$ cat config.mk
export PLATFORM = sky130hd
export DESIGN_NAME = alsu_seq
export DESIGN_NICKNAME = d
export VERILOG_FILES = /design/src/rtl/alsu_pkg.sv /design/src/rtl/alsu_seq.sv
export SDC_FILE = /design/constraint.sdc
export NUM_CORES = 1
export LEC_CHECK = 0
export CAP_MARGIN = 15
export CORE_MARGIN = 3
export CORE_UTILIZATION = 35
export DETAILED_ROUTE_END_ITERATION = 16
export PLACE_DENSITY = 0.71
export RECOVER_POWER = 25
export SYNTH_ARGS = -nofsm -noshare
export SYNTH_HDL_FRONTEND = slang
export SYNTH_SLANG_ARGS = --single-unit
$ cat constraint.sdc
create_clock -name clk -period 1.8 [get_ports clk]
set_clock_uncertainty 0.1 [all_clocks]
set_input_delay 0.36 -clock clk [delete_from_list [all_inputs] [get_ports clk]]
set_output_delay 0.36 -clock clk [all_outputs]
set_load 0.02 [all_outputs]
$ cat src/rtl/alsu_pkg.sv
// Shared types and constants for the ALSU sequencer.
// Holds the FSM state encoding, the op-class codes and the default datapath width.
package alsu_pkg;

    localparam int W_DEF = 4;

    localparam logic [1:0] ARITH = 2'b00;
    localparam logic [1:0] LOGIC = 2'b01;
    localparam logic [1:0] SHR   = 2'b10;
    localparam logic [1:0] SHL   = 2'b11;

    typedef enum logic [1:0] {
        IDLE = 2'b00,
        EXEC = 2'b01,
        DONE = 2'b10
    } state_t;

endpackage

$ cat src/rtl/alsu_seq.sv
// Sequencer that drives an external ALSU and accumulates its result.
// Shift ops repeat (count+1) times; arithmetic/logic ops take a single pass.
module alsu_seq
    import alsu_pkg::*;
#(
    parameter int W = W_DEF
) (
    input  logic         clk,
    input  logic         rst,
    input  logic         req_valid,
    output logic         req_ready,
    input  logic         req_load,
    input  logic [3:0]   req_op,
    input  logic         req_cin,
    input  logic [W-1:0] req_operand,
    input  logic [1:0]   req_count,
    output logic         alsu_s0,
    output logic         alsu_s1,
    output logic         alsu_s2,
    output logic         alsu_s3,
    output logic         alsu_cin,
    output logic [W-1:0] alsu_a,
    output logic [W-1:0] alsu_b,
    input  logic [W-1:0] alsu_f,
    input  logic         alsu_carry,
    output logic [W-1:0] acc,
    output logic         e_flag,
    output logic         busy,
    output logic         done
);

    state_t       state;
    state_t       state_nx;
    logic [3:0]   op_q;
    logic         cin_q;
    logic [W-1:0] opnd_q;
    logic         ld_q;
    logic [1:0]   cnt_q;
    logic [1:0]   cls;
    logic         shift;
    logic         accept;

    assign cls    = op_q[3:2];
    assign shift  = cls[1];
    assign accept = req_valid && req_ready;

    assign req_ready = (state == IDLE);
    assign busy      = (state != IDLE);
    assign done      = (state == DONE);

    assign alsu_s0  = op_q[0];
    assign alsu_s1  = op_q[1];
    assign alsu_s2  = op_q[2];
    assign alsu_s3  = op_q[3];
    assign alsu_cin = cin_q;
    assign alsu_a   = shift ? acc : opnd_q;
    assign alsu_b   = shift ? opnd_q : acc;

    always_comb begin
        state_nx = state;
        unique case (state)
            IDLE: if (accept) state_nx = req_load ? DONE : EXEC;
            EXEC: if (!shift || cnt_q == 2'd0) state_nx = DONE;
            DONE: state_nx = IDLE;
            default: state_nx = IDLE;
        endcase
    end

    always_ff @(posedge clk) begin
        if (rst) begin
            state  <= IDLE;
            op_q   <= '0;
            cin_q  <= 1'b0;
            opnd_q <= '0;
            ld_q   <= 1'b0;
            cnt_q  <= '0;
            acc    <= '0;
            e_flag <= 1'b0;
        end else begin
            state <= state_nx;
            if (accept) begin
                op_q   <= req_op;
                cin_q  <= req_cin;
                opnd_q <= req_operand;
                ld_q   <= req_load;
                cnt_q  <= req_count;
                if (req_load) acc <= req_operand;
            end
            // e_flag captures the pre-update acc bit shifted out
            if (state == EXEC && !ld_q) begin
                acc <= alsu_f;
                if (shift && cnt_q != 2'd0) cnt_q <= cnt_q - 2'd1;
                unique case (cls)
                    ARITH: e_flag <= alsu_carry;
                    LOGIC: e_flag <= e_flag;
                    SHR:   e_flag <= acc[0];
                    SHL:   e_flag <= acc[W-1];
                    default: e_flag <= e_flag;
                endcase
            end
        end
    end

endmodule

==> metrics.cfg <==
[outcome]
status = finished clean

[global_routing]
grt_antenna_before_repair = 0
grt_pass1_wl_um = 4560
grt_use_met1 = 0.217
globalRouteTotalUtil = 0.162
pin_count_of_the_biggest_net_entering_global_routing = 20
grt_overflow = 0
grt_busiest_layer = met2
via_count_of_the_first_global_routing_pass = 981
grt_use_met3 = 0.0277
global_route.usage.met2 = 0.269

[logic_synthesis]
ys_seq_elements = 19
synth.yosys.warnings = 0
count_of_cell_types_in_the_netlist = 31
synthesis.instances = 119
synth_fp_nets = 140
seq_area_frac_synth = 0.363
syn_avg_cell_area_um2 = 8.81
post_synthesis_cell_area_um2 = 1050

[cells_and_area]
top_library_cells_by_usage_in_the_layout_fill_and_taps_aside = sky130_fd_sc_hd__nand2_1, sky130_fd_sc_hd__clkdlybuf4s50_1, sky130_fd_sc_hd__dfxtp_1
fillerInstances = 267
insertedDiodeCount = 0
syn_to_final_growth_pct = 44.2
drive_above_1_share = 0.247
layout.nets = 188
post-route-cell-area_um2 = 1510

[timing]
max-slew-margin-rel = 0.772
hold_viol = 0
rsz0062_at_grt = no
timing.hold.ws_ns = 0.381
final_worst_path_period_share = 0.968
worstMarginPinSlew_ns = 0.341
setup_violations = 0
setup_tns_final_ns = 0
timing.fmax_ghz = 0.574
final-max-slew-violation-count = 0
period_minus_slack_ns = 1.74

[power_and_ir_drop]
leakage_power_figure_nw = 0.632
vdd_drop_max_mv = 0.316
power_density_nw_per_um2 = 674

[floorplanning]
start_util = 0.374
floorplan.core_area_um2 = 2810
ios = 41
fp.dieW_um = 60.7
die_height_um = 60.7
total_number_of_placement_rows = 19
die_area_um2 = 3690

[setup_path]
cpMaxStageDelayCell = sky130_fd_sc_hd__clkdlybuf4s50_1
cp_max_fo = 2
critical_path.startpoint_type = flop
list_of_cells_traversed_by_the_critical_path = clkdlybuf4s50_1
worst-path-buf-inv = 1
r2r_cells = 5
crit_required_ns = 1.34
timing.critical_path.depth = 1
timing.critical_path.max_delay_family = buffers and inverters
r2r_end = cnt_q[0]
cp_data_arrival_time_ns = 1.28
crit-reg2reg-launch = op_q[3]
cpPeakStageDelay_ns = 0.62
criticalPathCategory = reg -> out
timing.critical_path.to_type = primary output
regToRegSetupSlack_ns = 0.34

[worst_hold_path]
holdPathStages = 2
min_delay_worst_endpoint = opnd_q[2]
holdCritStartpoint = opnd_q[2]
worstHoldPathType = reg -> reg

[routing]
drtPass1Iterations = 4
drt-vias-per-instance = 5.25
drc_errors = 0
wl_um = 2810
drt-wirelength-per-cell_um = 14.3
vias = 1035
drtIter0Drc = 16
antenna_violating_nets_post_route = 0

[clock_tree]
clock_sinks = 19
cts.reportedPaths.clkPinSlew_ns = 0.12
cts_repair_resize_count = 41
cts-root-buf = sky130_fd_sc_hd__clkbuf_4
tritoncts = built
htree_num_levels = 1
longest_clk_path_bufs = 2
cts_hold_buf = 0
cts_setup_buffers = 0
cts-buffers-inserted = 3
clk-insertion-delay-late_ns = 0.30

[placed_design]
dp_hpwl_um = 2130
buffer_ports.inserted = 40
gpl.final_weighted_congestion = 0.739
dpl_cell_area_um2 = 1540

[job]
drv.max_cap_violation_count = 0

[flip-flops by register name (all words and copies together), names as in the netlist]
name and cells:
acc 4, op_q 4, opnd_q 4, cnt_q 2, state 2, alsu_cin 1, e_flag 1, ld_q 1
[layout make-up]
class,count,area [um^2],area share
inverter,3,11.3,0.00745
tap,31,38.8,0.0257
timing repair buffer,51,454,0.300
clock buffer,3,22.5,0.0149
sequential,19,382,0.252
multi-input combinational,89,598,0.396
clock inverter,1,5.00,0.00331
[cell usage after synthesis]
master	count	area, um^2
sky130_fd_sc_hd__nand2_1	22	82.6
sky130_fd_sc_hd__dfxtp_1	19	380
sky130_fd_sc_hd__a21oi_1	13	65.1
sky130_fd_sc_hd__nor2b_1	8	50.1
sky130_fd_sc_hd__nor3_1	6	30.0
sky130_fd_sc_hd__mux2_2	5	56.3
sky130_fd_sc_hd__a2111oi_2	4	60.1
sky130_fd_sc_hd__a21oi_2	4	35.0
sky130_fd_sc_hd__mux2_1	4	45.0
sky130_fd_sc_hd__o21ai_0	4	20.0
sky130_fd_sc_hd__buf_4	3	22.5
sky130_fd_sc_hd__inv_1	3	11.3
sky130_fd_sc_hd__a22oi_1	2	15.0
sky130_fd_sc_hd__buf_6	2	22.5
sky130_fd_sc_hd__nand2b_1	2	12.5
sky130_fd_sc_hd__nor2_1	2	7.51
sky130_fd_sc_hd__nor3b_2	2	25.0
sky130_fd_sc_hd__a211o_1	1	8.76
sky130_fd_sc_hd__a21bo_2	1	10.0
sky130_fd_sc_hd__a31o_2	1	8.76
sky130_fd_sc_hd__a31oi_1	1	6.26
sky130_fd_sc_hd__and3b_1	1	8.76
sky130_fd_sc_hd__buf_2	1	5.00
sky130_fd_sc_hd__clkbuf_1	1	3.75
sky130_fd_sc_hd__clkbuf_2	1	5.00
sky130_fd_sc_hd__ha_1	1	12.5
sky130_fd_sc_hd__nand3_1	1	5.00
sky130_fd_sc_hd__nand3b_1	1	7.51
sky130_fd_sc_hd__o211ai_1	1	7.51
sky130_fd_sc_hd__o31ai_1	1	7.51
sky130_fd_sc_hd__or3b_4	1	11.3
[per-layer routing]
| metal | wire length (um) | vias up |
|---|---|---|
| met4 | 29 | 0 |
| li1 | - | 513 |
| met3 | 134 | 3 |
| met1 | 1290 | 491 |
| met2 | 1360 | 28 |
| met5 | 0 | - |
[per-stage QoR]
step	worst slack [ns]	utilization	instances	power, mW
finish	0.0582	0.539	197	1.02
global route	0.0174	0.539	197	1.07
CTS	0.0433	0.539	197	1.03
detailed placement	0.0138	0.548	193	0.835
global placement	0.0283	0.548	193	0.826
floorplan	0.172	-	119	0.666
[tightest hold or removal path, stage by stage, from the launching register on]
cell                      delay [ns]
sky130_fd_sc_hd__dfxtp_1        0.34
sky130_fd_sc_hd__nand2_1        0.05
sky130_fd_sc_hd__a21oi_1        0.05
[cells by family (layout without fill, tap and decap cells)]
kind of cell,Yosys count,count (layout),synth area share
AND/OR/NAND/NOR,46,46,0.229
flip-flops,19,19,0.363
multiplexers,9,9,0.0967
AO/OA/AOI/OAI,33,33,0.233
buffers and inverters,11,58,0.0668
adder cells (fa/ha/maj),1,1,0.0119
[how the worst max path moves through the flow]
stage / startpoint / end / slack (ns)
finish: op_q[1] / alsu_s1 / 0.06
global route: op_q[3] / alsu_a[0] / 0.02
detailed placement: op_q[3] / alsu_a[0] / 0.01
global placement: op_q[3] / alsu_a[0] / 0.03
CTS: e_flag / e_flag / 0.04
floorplan: op_q[3] / alsu_a[2] / 0.17
[report_power, final]
group          internal [mW]  total (mW)  switching [mW]
Sequential             0.450       0.476          0.0260
Combinational          0.158       0.320           0.162
Clock                 0.0829       0.224           0.141
Total                  0.690        1.02           0.329
No activity file was read; power rests on OpenSTA's default activity.
